## src/rtl/cache_pkg.sv

```systemverilog
// cache_pkg: shared types and default geometry for the cache miss-fill controller
package cache_pkg;
   localparam int DEF_ADDR_W = 16;
   localparam int DEF_DATA_W = 16;
   localparam int DEF_WORDS_PER_BLOCK = 8;
   localparam int DEF_BLOCK_OFFSET_BITS = $clog2(2 * DEF_WORDS_PER_BLOCK);
   localparam int DEF_CNT_W = $clog2(DEF_WORDS_PER_BLOCK) + 1;
   typedef enum logic {IDLE, FILL} state_e;
endpackage

```

## src/rtl/fill_counter.sv

```systemverilog
// fill_counter: saturating up-counter with synchronous clear, enable and done flag
module fill_counter #(
   parameter int W = 4,
   parameter int MAX = 8
) (
   input  logic         clk,
   input  logic         rst_n,
   input  logic         clr_i,
   input  logic         en_i,
   output logic [W-1:0] cnt_o,
   output logic         done_o
);
   logic [W-1:0] cnt_q, cnt_d;
   assign done_o = cnt_q == W'(MAX);
   assign cnt_o = cnt_q;
   always_comb cnt_d = clr_i ? '0 : (en_i && !done_o) ? cnt_q + 1'b1 : cnt_q;
   always_ff @(posedge clk or negedge rst_n)
      if (!rst_n) cnt_q <= '0;
      else cnt_q <= cnt_d;
endmodule

```

## src/rtl/cache_fill_fsm.sv

```systemverilog
// cache_fill_fsm: fetches a whole block from pipelined memory on a miss, writes data then tag
module cache_fill_fsm
   import cache_pkg::*;
#(
   parameter int ADDR_W = DEF_ADDR_W,
   parameter int DATA_W = DEF_DATA_W,
   parameter int WORDS_PER_BLOCK = DEF_WORDS_PER_BLOCK
) (
   input  logic              clk,
   input  logic              rst_n,
   input  logic              miss_detected,
   input  logic [ADDR_W-1:0] miss_address,
   output logic              fsm_busy,
   output logic              memory_en,
   output logic [ADDR_W-1:0] memory_address,
   input  logic              memory_data_valid,
   input  logic [DATA_W-1:0] memory_data_out,
   output logic              write_data_array,
   output logic [ADDR_W-1:0] fill_address,
   output logic [DATA_W-1:0] fill_data,
   output logic              write_tag_array
);
   localparam int CNT_W = $clog2(WORDS_PER_BLOCK) + 1;
   localparam logic [ADDR_W-1:0] OFF_MASK = ADDR_W'(2 * WORDS_PER_BLOCK - 1);
   state_e state_q, state_d;
   logic [ADDR_W-1:0] base_q, base_d;
   logic [CNT_W-1:0] issue_cnt, rx_cnt;
   logic issue_done, rx_done, cnt_clr;
   fill_counter #(.W(CNT_W), .MAX(WORDS_PER_BLOCK)) u_issue_cnt (
      .clk(clk), .rst_n(rst_n), .clr_i(cnt_clr), .en_i(memory_en),
      .cnt_o(issue_cnt), .done_o(issue_done)
   );
   fill_counter #(.W(CNT_W), .MAX(WORDS_PER_BLOCK)) u_rx_cnt (
      .clk(clk), .rst_n(rst_n), .clr_i(cnt_clr), .en_i(write_data_array),
      .cnt_o(rx_cnt), .done_o(rx_done)
   );
   assign fill_data = memory_data_out;
   // Word addresses step by two bytes from the latched block base and wrap within ADDR_W.
   always_comb begin
      state_d = state_q;
      base_d = base_q;
      cnt_clr = 1'b0;
      fsm_busy = 1'b0;
      memory_en = 1'b0;
      memory_address = '0;
      write_data_array = 1'b0;
      fill_address = '0;
      write_tag_array = 1'b0;
      if (state_q == IDLE) begin
         if (miss_detected) begin
            state_d = FILL;
            base_d = miss_address & ~OFF_MASK;
            cnt_clr = 1'b1;
         end
      end else begin
         fsm_busy = 1'b1;
         memory_en = !issue_done;
         memory_address = memory_en ? base_q + ADDR_W'({issue_cnt, 1'b0}) : '0;
         write_data_array = memory_data_valid && !rx_done;
         fill_address = write_data_array ? base_q + ADDR_W'({rx_cnt, 1'b0}) : '0;
         write_tag_array = write_data_array && rx_cnt == CNT_W'(WORDS_PER_BLOCK - 1);
         state_d = write_tag_array ? IDLE : FILL;
      end
   end
   always_ff @(posedge clk or negedge rst_n)
      if (!rst_n) begin
         state_q <= IDLE;
         base_q <= '0;
      end else begin
         state_q <= state_d;
         base_q <= base_d;
      end
endmodule

```

## config.mk

```make
export PLATFORM = sky130hd
export DESIGN_NAME = cache_fill_fsm
export DESIGN_NICKNAME = d
export VERILOG_FILES = /design/src/rtl/cache_pkg.sv /design/src/rtl/fill_counter.sv /design/src/rtl/cache_fill_fsm.sv
export SDC_FILE = /design/constraint.sdc
export NUM_CORES = 1
export LEC_CHECK = 0
export CAP_MARGIN = 10
export CORE_MARGIN = 3
export CORE_UTILIZATION = 40
export CTS_CLUSTER_DIAMETER = 120
export DETAILED_ROUTE_END_ITERATION = 10
export PLACE_DENSITY_LB_ADDON = 0.08
export SLEW_MARGIN = 5
export SYNTH_ARGS = -nofsm -noshare
export SYNTH_HDL_FRONTEND = slang
export SYNTH_SLANG_ARGS = --single-unit
```

## constraint.sdc

```tcl
create_clock -name clk -period 2.38 [get_ports clk]
set_input_delay 0.476 -clock clk [delete_from_list [all_inputs] [get_ports clk]]
set_output_delay 0.476 -clock clk [all_outputs]
set_load 0.02 [all_outputs]
```

==> results of run 1 <==
-- cell families (layout without fill, tap and decap cells) --
family | after synthesis | after routing | synth area share
AND/OR/NAND/NOR | 102 | 102 | 0.297
AO/OA/AOI/OAI | 39 | 39 | 0.136
buffers and inverters | 39 | 109 | 0.145
flip-flops | 21 | 21 | 0.317
adder cells (fa/ha/maj) | 8 | 8 | 0.0604
XOR/XNOR | 8 | 8 | 0.0423
other | 1 | 2 | 0.00226
-- worst max path at each step --
stage,start,end,cells past startpoint
2_1_floorplan,u_rx_cnt.cnt_o[3],fill_address[14],4
3_3_place_gp,memory_data_valid,fill_address[9],6
3_5_place_dp,memory_data_valid,fill_address[6],6
4_1_cts,base_q[4],memory_address[12],6
5_1_grt,base_q[4],fill_address[15],7
6_report,base_q[4],fill_address[15],7
-- state kept, by name (all words and copies together) (netlist names) --
name / cells
base_q: 12
u_rx_cnt.cnt_o: 4
state_q: 1
u_issue_cnt.cnt_o: 4
-- final cells by class --
class	instances	area [um^2]	area share
Clock buffer	4	45.0	0.0185
Inverter	9	33.8	0.0139
Multi-Input combinational cell	159	978	0.402
Sequential cell	21	527	0.217
Tap cell	48	60.1	0.0247
Timing Repair Buffer	96	787	0.324
-- per-stage QoR --
stage	power [mW]	cell area, um^2	util
2_1_floorplan	1.83	1660	-
3_3_place_gp	2.80	2360	0.616
3_5_place_dp	2.83	2360	0.616
4_1_cts	2.97	2410	0.629
5_1_grt	3.23	2430	0.635
6_report	2.98	2430	0.635
-- critical path: stages, from the launching register on --
cell and delay [ns]:
dfrtp_1 0.37, buf_4 0.12, buf_4 0.11, ha_4 0.15, nand4_1 0.11, or4_4 0.43, a21oi_2 0.19, buf_6 0.14
-- power breakdown --
part / internal (mW) / total (mW) / switching [mW]
Sequential: 0.528 / 0.711 / 0.184
Clock: 0.119 / 0.239 / 0.119
Combinational: 0.917 / 2.03 / 1.12
Total: 1.56 / 2.98 / 1.42
-- routing by layer --
metal  GRT usage  share of wire  vias to the layer above
met3      0.0331          0.055                       25
li1            -              -                      868
met2       0.304           0.46                       43
met4      0.0596          0.027                        0
met1       0.266           0.46                      784
met5           0              0                        -
-- layout by cell type, fill, tap and decap left out, types with 4 or more instances in the layout --
cell type        Yosys  final
buf_4               21     52
nand2_1             43     41
dfrtp_1             21     20
clkdlybuf4s50_1      0     18
nor2_1              16     16
o21ai_0             13     13
a21oi_1             14     10
inv_1                9      9
nand3_1             12      9
o31ai_1              9      9
dlygate4sd2_1        0      9
or3_1                7      7
xor2_1               6      6
nand4_1              5      5
buf_2                0      5
clkbuf_2             0      5
a21oi_2              0      4
or4_1                7      4
ha_1                 8      4
-- what timing repair did --
action / 4_1_cts / 5_1_grt
buffers inserted: 1 / 1
cloned: 0 / 0
hold buffers: 0 / 0
pin swaps: 0 / 2
gates resized for setup: 86 / 26
endpoints found under the setup margin: 30 / 22
==> run summary, run 1 <==
status - finished, final reports clean
Die X - 70.4 um
share of cells above drive strength 1 - 0.304
sequential area share after synthesis - 0.317
Syn Std Cell Area - 0.00166 mm^2
Setup Skew - 0.00158 ns
Hold/Removal Path Class - reg2reg
# DRC - 0
kind of critical path - reg2out
pin count of the biggest net entering global routing - 22
hold path start - u_issue_cnt.cnt_o[2]
clock sink total - 21
r2r setup slk - 0.83 ns
Static Leakage - 1.13 nW
startpoint types - flop
Unique masters post-synth - 28
Worst Hold Depth - 1
Die Y-Extent - 70.4 um
worst setup slack after layout - 0.0178 ns
Worst-Margin Slew - 0.582 ns
Clock Tree Root - clkbuf_8
cell count after placement - 331
GPL Wtd Cong - 0.835
Max FO, Critical Path - 3
post-route antenna net violation count - 0
DP Worst Slack - -0.296 ns
post-synth top area cell - dfrtp_1
VDD IR max - 0.717 mV
flops & latches, synth - 21
port bufs - 49
DP HPWL - 3490 um
Layout area overhead - 46.6%
H-tree depth reported by CTS - 1
io pins - 88
PwrDens - 1230 mW/mm^2
clk_lat worst skew - 0.26 ns
Rows - 22
RSZ-0062 raised after global routing - true
Yosys Warn Count - 0
Post-synth EDFFs - 0
Synth Area per Inst - 7.60 um^2
Synth area leaders - dfrtp_1, nand2_1, buf_4
core footprint - 0.00383 mm^2
Post-synth top cells - nand2_1, buf_4, dfrtp_1
Starting Density - 0.433
Min Hold Slack - 0.534 ns
most common cell in the netlist - nand2_1
final setup TNS - 0 ns
Overflow after GRT - 0
Hold EP - u_issue_cnt.cnt_o[2]
fin crit period - 2.36 ns
RR Startpoint - u_rx_cnt.cnt_o[1]
Crit. End Element - output pin
maximum clock rate - 0.423 GHz
GRT Total Usage - 0.192
die area - 0.00495 mm^2
vias in the first global route - 1,699
Final Non-Filler Cells - 337
Routed Wire Length - 4660 um
# fillers - 363
number of buffers created by CTS - 3
R2R cell count - 8
Antenna diodes - 0
Nets - 334
DRC marker count from the first detailed-route iteration - 48
average vias per placed instance - 5.10
TritonRoute pass-1 iters - 4
cells after synthesis - 218
Crit Reg-Reg Endpoint - u_rx_cnt.cnt_o[1]
Synth async-reset ratio - 1.00
Worst EP required - 1.90 ns
ys flop type - dfrtp_1
CP arrival - 1.89 ns
CTS tree - done
clk slew on worst S/H paths - 0.08 ns
Yosys top cell area share - 0.317
CTS max path bufs - 2
initial antenna violation count - 0
maxcap violations - 0
fin crit share - 0.993
vias post-DR - 1,720
first-pass GRT wire length - 7890 um
routed len/inst - 13.8 um
Final Hold Fails - 0
Slew HR - 0.612
count of final setup violators - 0
Slew Limit Fails - 0
(Power assumes the default switching activity.)
==> run 2: changes to the inputs <==
--- a/config.mk
+++ b/config.mk
@@ -12,3 +12,3 @@
 export DETAILED_ROUTE_END_ITERATION = 10
-export PLACE_DENSITY_LB_ADDON = 0.08
+export PLACE_DENSITY = 0.82
 export SLEW_MARGIN = 5
--- a/constraint.sdc
+++ b/constraint.sdc
@@ -3,2 +3,2 @@
 set_output_delay 0.476 -clock clk [all_outputs]
-set_load 0.02 [all_outputs]
+set_load 0.01 [all_outputs]
==> run 2 against run 1 <==
  * The flow now finishes with violations (negative setup slack)
  * Clock power about the same
  * Largest power group unchanged
  * Clock-buffer cell count decreased by 1
  * Hold slack got worse by 0.0054 ns
  * Register-to-register slack got worse by 0.02 ns
  * Critical endpoint is now memory_address[12]
  * Highest routed layer unchanged
  * Critical path depth unchanged
==> run summary, run 2 (synthesis results as in run 1) <==
Static Leakage - 1.25 nW
status - finished, violations left
clk_lat worst skew - 0.26 ns
Rows - 22
Crit. End Element - output pin
share of cells above drive strength 1 - 0.353
crit path cell chain - nand4_4 > buf_12 > buf_6 > buf_6 > or4_4 > a21oi_2 > buf_2
clock sink total - 21
TritonRoute pass-1 iters - 4
Max stage delay on crit path - 0.47 ns
GR Util met3 - 0.0331
hold path start - u_issue_cnt.cnt_o[2]
fin crit share - 1.02
io pins - 88
NetSw - 1.35 mW
core footprint - 0.00383 mm^2
initial antenna violation count - 0
H-tree depth reported by CTS - 1
fin crit period - 2.43 ns
kind of critical path - reg2out
commonest non-fill, non-tap cell in the layout - buf_4
CTS tree - done
Overflow after GRT - 0
Slew Limit Fails - 0
Critical Path Slowest Stage Cell - or4_4
failing checks - negative setup slack
maxcap violations - 0
Clock Tree Root - clkbuf_8
DRC marker count from the first detailed-route iteration - 120
GPL Wtd Cong - 0.832
RSZ-0062 raised after global routing - true
Min Hold Slack - 0.528 ns
Starting Density - 0.433
Setup Skew - 0.00204 ns
Final Non-Filler Cells - 351
Largest register FFs - 12
Crit Reg-Reg Endpoint - u_issue_cnt.cnt_o[1]
worst setup slack after layout - -0.0538 ns
first-pass GRT wire length - 8570 um
die area - 0.00495 mm^2
register with the most flip-flops - base_q
startpoint types - flop
GRT Total Usage - 0.211
routed len/inst - 16.4 um
Worst Hold Depth - 1
Antenna diodes - 0
maximum clock rate - 0.411 GHz
Hold/Removal Path Class - reg2reg
final setup TNS - -0.0617 ns
Max FO, Critical Path - 5
VDD IR max - 0.577 mV
port bufs - 49
GR Util met1 - 0.272
number of buffers created by CTS - 3
Die Y-Extent - 70.4 um
Placed Instance Area - 0.00234 mm^2
R2R cell count - 7
Nets - 348
Net Sw Frac - 0.455
vias post-DR - 1,893
Slew HR - 0.623
Worst-Margin Slew - 0.565 ns
pin count of the biggest net entering global routing - 22
Die X - 70.4 um
count of final setup violators - 2
PwrDens - 1150 mW/mm^2
# DRC - 0
clock share of power - 0.080
clk slew on worst S/H paths - 0.08 ns
r2r setup slk - 0.81 ns
cell count after placement - 330
Hold EP - u_issue_cnt.cnt_o[2]
CP most frequent cell - buf_6
Final Hold Fails - 0
Comb power frac - 0.673
DP HPWL - 3480 um
RR Startpoint - u_issue_cnt.cnt_o[0]
most frequent cells in the layout - buf_4, nand2_1, dfrtp_1
CP arrival - 1.96 ns
met2 Use GR - 0.362
CTS max path bufs - 2
Layout area overhead - 56.9%
design area - 0.00260 mm^2
Hold Buf Count CTS - 0
post-route antenna net violation count - 0
gr busiest metal - met2
Routed Wire Length - 5760 um
average vias per placed instance - 5.39
sequential power share - 0.247
vias in the first global route - 1,808
Pwr Total - 2.98 mW
internal power - 1.63 mW
Worst EP required - 1.90 ns
run 2: cell types whose count changed in the layout (fill, tap and decap cells not counted), moves of 3 or more:
cell,previous run,this run
or4_1,4,1
or4_4,3,6
buf_4,52,55
buf_6,1,5
a21oi_1,10,7
dlygate4sd2_1,9,14
a21oi_2,4,7
run 2: what timing repair did:
| item | in CTS | in global routing |
|---|---|---|
| setup endpoints to repair | 29 | 19 |
| gates resized for setup | 66 | 36 |
| pin swaps | 6 | 6 |
| endpoints found under the hold margin | 0 | 0 |
| setup buffers | 9 | 8 |
run 2: per-stage QoR:
| stage | setup WS, ns | util |
|---|---|---|
| after global placement | -0.200 | 0.611 |
| after detailed placement | -0.190 | 0.611 |
| after global routing | -0.125 | 0.680 |
| final | -0.0538 | 0.680 |
| after CTS | -0.0493 | 0.652 |
| after floorplan | 0.394 | - |
run 2: power groups by stage:
stage                     Sequential (mW)  Clock, mW  Combinational (mW)
after floorplan                     0.670          0               0.934
after global placement              0.681          0                1.86
after detailed placement            0.692          0                1.90
after CTS                           0.706      0.239                1.86
after global routing                0.755      0.256                2.20
final                               0.736      0.239                2.01
run 2: cell type report:
type / instances / area, um^2
sequential: 21 / 528
clock buffer: 3 / 41.3
inverter: 9 / 33.8
timing repair buffer: 110 / 908
fill: 306 / 1220
tap: 48 / 60.1
multi-input combinational: 159 / 1020
clock inverter: 1 / 5.00
run 2: worst max-delay path by stage:
stage | startpoint | endpoint | cells past startpoint
4_1_cts | base_q[10] | memory_address[12] | 7
2_1_floorplan | u_rx_cnt.cnt_o[3] | fill_address[14] | 4
3_3_place_gp | memory_data_valid | fill_address[14] | 6
3_5_place_dp | memory_data_valid | fill_address[14] | 6
5_1_grt | base_q[8] | memory_address[12] | 7
6_report | base_q[8] | memory_address[12] | 7
run 2: layer usage:
metal  part of all wire  wire (um)
met3              0.061        350
met2               0.51       2920
met4              0.019        111
met1               0.41       2370
met5                  0          0
run 2: critical path: cells and delay by family, from the launching register on:
kind / cells / cell delay (ns)
AND/OR/NAND/NOR: 2 / 0.63
buffers and inverters: 4 / 0.52
flip-flops: 1 / 0.42
AO/OA/AOI/OAI: 1 / 0.13
==> run 3: changes to the inputs <==
Settings changed: SLEW_MARGIN 5 to 20.
==> results of run 3 <==
Same layout as run 2: the final DEF is identical, and so are final timing and power.
